$ cat config.mk
export PLATFORM = sky130hd
export DESIGN_NAME = mem_lsu_stage_flat
export DESIGN_NICKNAME = d
export VERILOG_FILES = /design/src/rtl/mem_lsu_stage_if.sv /design/src/rtl/mem_lsu_stage.sv /design/src/flat_wrapper.sv
export SDC_FILE = /design/constraint.sdc
export NUM_CORES = 1
export LEC_CHECK = 0
export BUFFER_PORTS_ARGS = -buffer_cell sky130_fd_sc_hd__buf_4
export CORE_AREA = 10 10 159 161
export CTS_CLUSTER_DIAMETER = 30
export DETAILED_ROUTE_END_ITERATION = 8
export DIE_AREA = 0 0 169 171
export HOLD_SLACK_MARGIN = 0.15
export PLACE_DENSITY = 0.58
export SETUP_SLACK_MARGIN = 0.02
export SYNTH_ARGS = -nofsm -noshare
export SYNTH_HDL_FRONTEND = slang
export SYNTH_SLANG_ARGS = --single-unit
export TNS_END_PERCENT = 100
$ cat constraint.sdc
create_clock -name clk -period 4.9 [get_ports clk]
set_clock_uncertainty 0.05 [all_clocks]
set_input_delay 0.49 -clock clk [delete_from_list [all_inputs] [get_ports clk]]
set_output_delay 0.49 -clock clk [all_outputs]
set_load 0.005 [all_outputs]
$ cat src/rtl/mem_lsu_stage_if.sv
// Data-bus interface between the MEM stage (master) and the memory port (slave).
// Request/accept/response handshake: req+addr_ok accepts a request, rvalid returns load data.
interface mem_lsu_stage_if #(
    parameter int DATA_W = 32
);
    logic              dbus_req;
    logic              dbus_we;
    logic [DATA_W-1:0] dbus_addr;
    logic [3:0]        dbus_wstrb;
    logic [DATA_W-1:0] dbus_wdata;
    logic              dbus_addr_ok;
    logic              dbus_rvalid;
    logic [DATA_W-1:0] dbus_rdata;

    modport master (
        output dbus_req, dbus_we, dbus_addr, dbus_wstrb, dbus_wdata,
        input  dbus_addr_ok, dbus_rvalid, dbus_rdata
    );

    modport slave (
        input  dbus_req, dbus_we, dbus_addr, dbus_wstrb, dbus_wdata,
        output dbus_addr_ok, dbus_rvalid, dbus_rdata
    );
endinterface

$ cat src/rtl/mem_lsu_stage.sv
// MEM pipeline stage: issues loads/stores on the data bus, formats load data,
// stalls the pipe while a transaction is outstanding and drives the MEM/WB triple.
//
// state  | meaning
// -------+-----------------------------------------------------------------
// IDLE   | decode EX/MEM fields; ALU ops pass through; aligned mem ops issue
// REQ    | request not yet accepted; latched fields held on the bus
// WAIT   | load accepted; waiting for rvalid
// DONE   | one-cycle write-back of the finished op; pause released
module mem_lsu_stage #(
    parameter int DATA_W     = 32,
    parameter int REG_ADDR_W = 5
) (
    input  logic                  clk,
    input  logic                  rst,
    input  logic [DATA_W-1:0]     mem_reg_write_data,
    input  logic [REG_ADDR_W-1:0] mem_reg_write_addr,
    input  logic                  mem_reg_write_en,
    input  logic [3:0]            mem_op,
    input  logic [DATA_W-1:0]     mem_store_data,
    mem_lsu_stage_if.master       dbus,
    output logic [DATA_W-1:0]     wb_reg_write_data,
    output logic [REG_ADDR_W-1:0] wb_reg_write_addr,
    output logic                  wb_reg_write_en,
    output logic                  pause_request,
    output logic                  excp_ale
);

    typedef enum logic [1:0] {S_IDLE, S_REQ, S_WAIT, S_DONE} state_t;

    localparam logic [3:0] OP_LB  = 4'd1;
    localparam logic [3:0] OP_LBU = 4'd2;
    localparam logic [3:0] OP_LH  = 4'd3;
    localparam logic [3:0] OP_LHU = 4'd4;
    localparam logic [3:0] OP_LW  = 4'd5;
    localparam logic [3:0] OP_SB  = 4'd6;
    localparam logic [3:0] OP_SH  = 4'd7;
    localparam logic [3:0] OP_SW  = 4'd8;

    state_t            r_state;
    logic [DATA_W-1:0] r_req_addr;
    logic              r_req_we;
    logic [3:0]        r_req_wstrb;
    logic [DATA_W-1:0] r_req_wdata;
    logic [DATA_W-1:0] r_load_buf;
    logic [3:0]        r_op;
    logic [1:0]        r_addr_lo;

    logic              w_is_load;
    logic              w_is_store;
    logic              w_misalign;
    logic              w_go;
    logic [DATA_W-1:0] w_addr_in;
    logic [3:0]        w_wstrb_in;
    logic [DATA_W-1:0] w_wdata_in;
    logic [DATA_W-1:0] w_load_fmt;

    // Little-endian lane select with sign/zero extension of the buffered load word.
    function automatic logic [DATA_W-1:0] f_format(input logic [3:0] op,
                                                   input logic [1:0] lo,
                                                   input logic [DATA_W-1:0] word);
        logic [7:0]  v_b;
        logic [15:0] v_h;
        case (lo)
            2'd0:    v_b = word[7:0];
            2'd1:    v_b = word[15:8];
            2'd2:    v_b = word[23:16];
            default: v_b = word[31:24];
        endcase
        v_h = lo[1] ? word[31:16] : word[15:0];
        case (op)
            OP_LB:   f_format = {{24{v_b[7]}}, v_b};
            OP_LBU:  f_format = {24'd0, v_b};
            OP_LH:   f_format = {{16{v_h[15]}}, v_h};
            OP_LHU:  f_format = {16'd0, v_h};
            default: f_format = word;
        endcase
    endfunction

    // Decode the incoming memory op: class, alignment and bus encoding.
    always_comb begin
        w_is_load  = (mem_op >= OP_LB) && (mem_op <= OP_LW);
        w_is_store = (mem_op >= OP_SB) && (mem_op <= OP_SW);
        w_misalign = (((mem_op == OP_LH) || (mem_op == OP_LHU) || (mem_op == OP_SH))
                      && mem_reg_write_data[0])
                   || (((mem_op == OP_LW) || (mem_op == OP_SW))
                      && (mem_reg_write_data[1:0] != 2'b00));
        w_go       = (r_state == S_IDLE) && (w_is_load || w_is_store) && !w_misalign;
        w_addr_in  = {mem_reg_write_data[31:2], 2'b00};
        case (mem_op)
            OP_SB:   w_wstrb_in = 4'b0001 << mem_reg_write_data[1:0];
            OP_SH:   w_wstrb_in = 4'b0011 << mem_reg_write_data[1:0];
            OP_SW:   w_wstrb_in = 4'b1111;
            default: w_wstrb_in = 4'b0000;
        endcase
        case (mem_op)
            OP_SB:   w_wdata_in = {4{mem_store_data[7:0]}};
            OP_SH:   w_wdata_in = {2{mem_store_data[15:0]}};
            OP_SW:   w_wdata_in = mem_store_data;
            default: w_wdata_in = '0;
        endcase
        w_load_fmt = f_format(r_op, r_addr_lo, r_load_buf);
    end

    // Bus, pause and write-back outputs; all forced low while reset is held.
    always_comb begin
        dbus.dbus_req     = 1'b0;
        dbus.dbus_we      = 1'b0;
        dbus.dbus_addr    = '0;
        dbus.dbus_wstrb   = 4'b0000;
        dbus.dbus_wdata   = '0;
        wb_reg_write_data = '0;
        wb_reg_write_addr = '0;
        wb_reg_write_en   = 1'b0;
        pause_request     = 1'b0;
        excp_ale          = 1'b0;
        if (!rst) begin
            case (r_state)
                S_IDLE: begin
                    wb_reg_write_data = mem_reg_write_data;
                    wb_reg_write_addr = mem_reg_write_addr;
                    wb_reg_write_en   = mem_reg_write_en && !w_is_load && !w_is_store;
                    excp_ale          = (w_is_load || w_is_store) && w_misalign;
                    if (w_go) begin
                        dbus.dbus_req   = 1'b1;
                        dbus.dbus_we    = w_is_store;
                        dbus.dbus_addr  = w_addr_in;
                        dbus.dbus_wstrb = w_wstrb_in;
                        dbus.dbus_wdata = w_wdata_in;
                        pause_request   = !(w_is_store && dbus.dbus_addr_ok);
                    end
                end
                S_REQ: begin
                    dbus.dbus_req   = 1'b1;
                    dbus.dbus_we    = r_req_we;
                    dbus.dbus_addr  = r_req_addr;
                    dbus.dbus_wstrb = r_req_wstrb;
                    dbus.dbus_wdata = r_req_wdata;
                    pause_request   = 1'b1;
                end
                S_WAIT: begin
                    pause_request = 1'b1;
                end
                S_DONE: begin
                    wb_reg_write_data = w_load_fmt;
                    wb_reg_write_addr = mem_reg_write_addr;
                    wb_reg_write_en   = mem_reg_write_en && !r_req_we;
                end
                default: ;
            endcase
        end
    end

    // Transaction FSM and request/response latches.
    always_ff @(posedge clk or posedge rst) begin
        if (rst) begin
            r_state     <= S_IDLE;
            r_req_addr  <= '0;
            r_req_we    <= 1'b0;
            r_req_wstrb <= 4'b0000;
            r_req_wdata <= '0;
            r_load_buf  <= '0;
            r_op        <= 4'd0;
            r_addr_lo   <= 2'b00;
        end else begin
            case (r_state)
                S_IDLE: begin
                    if (w_go) begin
                        r_req_addr  <= w_addr_in;
                        r_req_we    <= w_is_store;
                        r_req_wstrb <= w_wstrb_in;
                        r_req_wdata <= w_wdata_in;
                        r_op        <= mem_op;
                        r_addr_lo   <= mem_reg_write_data[1:0];
                        if (!dbus.dbus_addr_ok)
                            r_state <= S_REQ;
                        else if (w_is_load)
                            r_state <= S_WAIT;
                    end
                end
                S_REQ: begin
                    if (dbus.dbus_addr_ok)
                        r_state <= r_req_we ? S_DONE : S_WAIT;
                end
                S_WAIT: begin
                    if (dbus.dbus_rvalid) begin
                        r_load_buf <= dbus.dbus_rdata;
                        r_state    <= S_DONE;
                    end
                end
                S_DONE: begin
                    r_state <= S_IDLE;
                end
                default: r_state <= S_IDLE;
            endcase
        end
    end

endmodule

$ cat src/flat_wrapper.sv
// flat-port wrapper written by rule: the top's interface ports become plain ports
module mem_lsu_stage_flat 
#(
    parameter int DATA_W     = 32,
    parameter int REG_ADDR_W = 5
)
  (clk, rst, mem_reg_write_data, mem_reg_write_addr, mem_reg_write_en, mem_op, mem_store_data, wb_reg_write_data, wb_reg_write_addr, wb_reg_write_en, pause_request, excp_ale, dbus_dbus_req, dbus_dbus_we, dbus_dbus_addr, dbus_dbus_wstrb, dbus_dbus_wdata, dbus_dbus_addr_ok, dbus_dbus_rvalid, dbus_dbus_rdata);
  mem_lsu_stage_if #(.DATA_W(DATA_W)) dbus_i ();
  input  logic clk;
  input  logic rst;
  input  logic [DATA_W-1:0] mem_reg_write_data;
  input  logic [REG_ADDR_W-1:0] mem_reg_write_addr;
  input  logic mem_reg_write_en;
  input  logic [3:0] mem_op;
  input  logic [DATA_W-1:0] mem_store_data;
  output logic [DATA_W-1:0] wb_reg_write_data;
  output logic [REG_ADDR_W-1:0] wb_reg_write_addr;
  output logic wb_reg_write_en;
  output logic pause_request;
  output logic excp_ale;
  output wire logic [$bits(dbus_i.dbus_req)-1:0] dbus_dbus_req;
  output wire logic [$bits(dbus_i.dbus_we)-1:0] dbus_dbus_we;
  output wire logic [$bits(dbus_i.dbus_addr)-1:0] dbus_dbus_addr;
  output wire logic [$bits(dbus_i.dbus_wstrb)-1:0] dbus_dbus_wstrb;
  output wire logic [$bits(dbus_i.dbus_wdata)-1:0] dbus_dbus_wdata;
  input wire logic [$bits(dbus_i.dbus_addr_ok)-1:0] dbus_dbus_addr_ok;
  input wire logic [$bits(dbus_i.dbus_rvalid)-1:0] dbus_dbus_rvalid;
  input wire logic [$bits(dbus_i.dbus_rdata)-1:0] dbus_dbus_rdata;
  assign dbus_dbus_req = dbus_i.dbus_req;
  assign dbus_dbus_we = dbus_i.dbus_we;
  assign dbus_dbus_addr = dbus_i.dbus_addr;
  assign dbus_dbus_wstrb = dbus_i.dbus_wstrb;
  assign dbus_dbus_wdata = dbus_i.dbus_wdata;
  assign dbus_i.dbus_addr_ok = dbus_dbus_addr_ok;
  assign dbus_i.dbus_rvalid = dbus_dbus_rvalid;
  assign dbus_i.dbus_rdata = dbus_dbus_rdata;
  mem_lsu_stage #(.DATA_W(DATA_W), .REG_ADDR_W(REG_ADDR_W)) u_core (.clk(clk), .rst(rst), .mem_reg_write_data(mem_reg_write_data), .mem_reg_write_addr(mem_reg_write_addr), .mem_reg_write_en(mem_reg_write_en), .mem_op(mem_op), .mem_store_data(mem_store_data), .dbus(dbus_i), .wb_reg_write_data(wb_reg_write_data), .wb_reg_write_addr(wb_reg_write_addr), .wb_reg_write_en(wb_reg_write_en), .pause_request(pause_request), .excp_ale(excp_ale));
endmodule
==> flow_summary_export.csv <==
group,metric,value,unit
worst_setup_path,path_cells,"mux2_2 -> mux2i_2 -> o21ai_0 -> and4_1 -> a221o_1 -> buf_4",
final_layout,utilization,39.07,%
power,p_comb_share,45.0,%
logic_synthesis,yosysWarnings,0,
timing,fin_crit_sh,73.49,%
detailed_routing,routedWlPerCell,20.14,µm
timing,max_freq,0.2777,GHz
worst_setup_path,critPathMaxFanout,20,
worst_setup_path,cp.required,4360,ps
timing,finalCriticalPeriod,3601,ps
clock_tree,cts_tree,"built",
global_route,grt_pass1_vias,6298,
worst_setup_path,cpMaxStageDelayCell,"dfrtp_1",
timing,fin_tns_setup,0,ps
detailed_routing,totalWireLength,25.20,mm
clock_tree,cts_buffers,9,
global_route,grt_pass1_wl,38.13,mm
global_route,use_met2,27.14,%
worst_setup_path,arrival,3060,ps
worst_hold_path,hp-start,"dbus_dbus_rdata[6]",
power,p_sw,0.001901,W
timing,rsz0062_at_grt,"false",
timing,finalSetupViolations,0,
worst_setup_path,reg2reg_to,"u_core.r_req_wdata[7]$_DFFE_PP0P_",
clock_tree,post_cts_buffers,0,
detailed_routing,drtIter0Drc,451,
logic_synthesis,postSynthAreaPerCell,8.378,µm²
worst_setup_path,cp-end-kind,"output pin",
power,power.density,518.9,mW/mm²
logic_synthesis,syn_inst,782,
worst_setup_path,reg2regPathDepth,6,
timing,final.setup.worst_slack,1299,ps
logic_synthesis,synthAdderAreaFrac,1.108,%
floorplan,chipHeight,171,µm
logic_synthesis,synth_seq_cells,107,
logic_synthesis,synth_edf_count,0,
place,pre_cts_slack,1616,ps
worst_hold_path,hold_depth,2,
floorplan,dieArea,0.02890,mm²
floorplan,die_x,169,µm
worst_setup_path,max_stage_delay,960,ps
timing,final_hold_viol_count,0,
global_route,grt_max_degree,72,
clock_tree,clkLatencyLatePin,350,ps
global_route,grt_busiest_layer,"met2",
detailed_routing,drt_pass1_iterations,5,
power,p_leak,4.113,nW
clock_tree,htree_levels,3,
clock_tree,cts_root_buf,"clkbuf_16",
logic_synthesis,synth-xor-area-share,0.2674,%
worst_hold_path,min_to,"u_core.r_load_buf[6]$_DFFE_PP0P_",
clock_tree,clk_pin_slew,80,ps
worst_setup_path,cp_top_family,"flip-flops",
global_route,grtUsageTotal,16.66,%
floorplan,io_pins,220,
place,place.gp.congestion,0.8786,
detailed_routing,drc,0,
floorplan,num_rows,55,
floorplan,start_util,29.47,%
logic_synthesis,syn_area,0.006551,mm²
place,placed_area,0.008368,mm²
timing,worstMarginPinSlew,1111,ps
final_layout,final_area,0.008685,mm²
detailed_routing,vias_per_cell,5.201,
global_route,grt_use_met1,21.57,%
clock_tree,cts_sinks,107,
final_layout,layout.nets,1074,
worst_hold_path,hp-class,"in2reg",
worst_setup_path,critPathBufInv,1,
power,clockPowerShare,17.1,%
global_route,antenna_found_initial,2,
clock_tree,max-clock-path-buffers,2,
place,port_buffers,217,
global_route,use_met3,3.074,%
place,hpwl,18.93,mm
logic_synthesis,ys_seq_area_share,40.87,%
logic_synthesis,synth_top_family_by_area,"compound AO/OA/AOI/OAI gates",
global_route,grt.overflow.total,0,
logic_synthesis,synth-compound-area-share,22.54,%
logic_synthesis,synthSimpleGateAreaFrac,19.31,%
power,p_int,0.002605,W
detailed_routing,dr_total_vias,6507,
logic_synthesis,ys.flop_type,"dfrtp_1",
final_layout,drive_gt1_share,30.71,%
logic_synthesis,yosys.cell_types.count,53,
worst_setup_path,rr_startpoint,"u_core.r_state[1]$_DFFE_PP0P_",
floorplan,core_area,0.02223,mm²
timing,slew_violations,0,
timing,relSlewSlack,25.63,%
detailed_routing,ant_nets,0,
power,netSwitchingFraction,42.18,%
logic_synthesis,synth-async-reset-ratio,100.0,%
worst_setup_path,worst-setup-path-type,"reg2out",
power,vdd_ir_drop_max,0.1738,mV
worst_setup_path,cp-start-kind,"flop",
final_layout,syn2layout_area_growth,32.56,%
logic_synthesis,synthMuxAreaShare,10.06,%
worst_setup_path,reg2reg_slack,2010,ps
flow_run,drv_cap,0,
status,status,"finished, final reports clean",
power,seq_power_share,38.0,%
==> layer usage <==
metal  wire length [µm]  vias up
li1                   -     3102
met1              10760     3161
met2              12340      206
met3               1453       38
met4                644        0
met5                  0        -
==> synthesized netlist by cell type (all sizes together), types with 11 or more instances <==
cell	number	area share (%)
a22oi	32	3.7
buf	33	2.9
o21ai	42	3.2
and2	13	1.2
dfrtp	107	41
a21o	11	1.3
a221o	16	2.4
nand2	212	12
nor3	11	0.84
a21oi	57	4.4
clkbuf	34	1.9
nor2	37	2.2
mux2	36	6.2
inv	17	0.97
mux2i	25	3.9
nand3	11	0.84
==> power by group through the flow <==
stage | Sequential (W) | Combinational [W] | Clock (W)
finish | 0.00171 | 0.00203 | 0.000770
global route | 0.00176 | 0.00225 | 0.000829
CTS | 0.00169 | 0.00204 | 0.000790
detailed placement | 0.00171 | 0.00204 | 0
global placement | 0.00170 | 0.00201 | 0
floorplan | 0.00147 | 0.00148 | 0
==> state kept, by name, indices dropped and copies added, names as in the netlist <==
name,flops
u_core.r_op,4
u_core.r_req_wdata,32
u_core.r_load_buf,32
u_core.r_state,2
u_core.r_req_we,1
u_core.r_req_addr,30
u_core.r_addr_lo,2
u_core.r_req_wstrb,4
==> stage by stage <==
stage	hold WS (ps)	power [W]	cells
5_1_grt	298.9	0.004844	1251
2_1_floorplan	391.1	0.002954	783
6_report	306.3	0.004506	1251
3_3_place_gp	399.4	0.003713	1232
4_1_cts	294.1	0.004525	1249
3_5_place_dp	407.4	0.003746	1232
==> area by class of cell <==
cell class / count / area, µm²
fill: 2278 / 13540
multi-input combinational: 592 / 3533
sequential: 107 / 2678
timing repair buffer: 232 / 1744
tap: 285 / 356.6
clock buffer: 10 / 239.0
inverter: 17 / 66.31
clock inverter: 6 / 62.56
antenna: 2 / 5.005
==> worst max-delay path by stage <==
stage                                     from                    end  slack (ps)  cells past startpoint
2_1_floorplan                              rst     dbus_dbus_addr[28]         410                      6
3_3_place_gp                         mem_op[0]     dbus_dbus_wstrb[3]        1610                      7
3_5_place_dp                         mem_op[0]     dbus_dbus_wstrb[3]        1620                      7
4_1_cts        u_core.r_addr_lo[1]$_DFFE_PP0P_  wb_reg_write_data[29]        1310                      6
5_1_grt        u_core.r_addr_lo[1]$_DFFE_PP0P_  wb_reg_write_data[23]        1130                      6
6_report       u_core.r_addr_lo[1]$_DFFE_PP0P_  wb_reg_write_data[29]        1300                      6
==> placed cells by master (no fill, tap or decap), types with 2 or more instances in the layout <==
master | netlist | routed
a211oi_1 | 9 | 9
a21o_1 | 11 | 11
a21oi_1 | 57 | 57
a221o_1 | 16 | 16
a22o_1 | 8 | 8
a22oi_1 | 32 | 32
a2bb2oi_1 | 9 | 9
a311oi_1 | 2 | 2
a31oi_1 | 3 | 3
and2_1 | 13 | 13
buf_4 | 7 | 231
clkbuf_16 | 0 | 9
clkinv_2 | 0 | 3
conb_1 | 1 | 2
dfrtp_1 | 107 | 107
diode_2 | 0 | 2
ha_1 | 5 | 4
inv_1 | 17 | 16
inv_6 | 0 | 2
mux2_2 | 36 | 36
mux2i_1 | 24 | 24
nand2_1 | 212 | 212
nand2b_1 | 3 | 3
nand3_1 | 11 | 11
nand3b_1 | 2 | 2
nor2_1 | 36 | 36
nor3_1 | 11 | 10
o21a_1 | 9 | 9
o21ai_0 | 40 | 40
o22ai_1 | 9 | 9
o31ai_1 | 7 | 7
or2_2 | 2 | 2
xor2_1 | 2 | 2
==> kinds of logic (layout without fill, tap and decap cells) <==
logic type / after synthesis / after routing
AND/OR/NAND/NOR: 301 / 301
AO/OA/AOI/OAI: 220 / 220
adder cells (fa/ha/maj): 6 / 6
other: 1 / 4
buffers and inverters: 84 / 265
XOR/XNOR: 2 / 2
flip-flops: 107 / 107
multiplexers: 61 / 61
==> what timing repair did <==
action	4_1_cts	5_1_grt
hold buffers	1	0
endpoints found under the setup margin	0	0
hold endpoints to repair	10	0
gates resized for setup	0	0
Power figures use the tool's default switching activity.
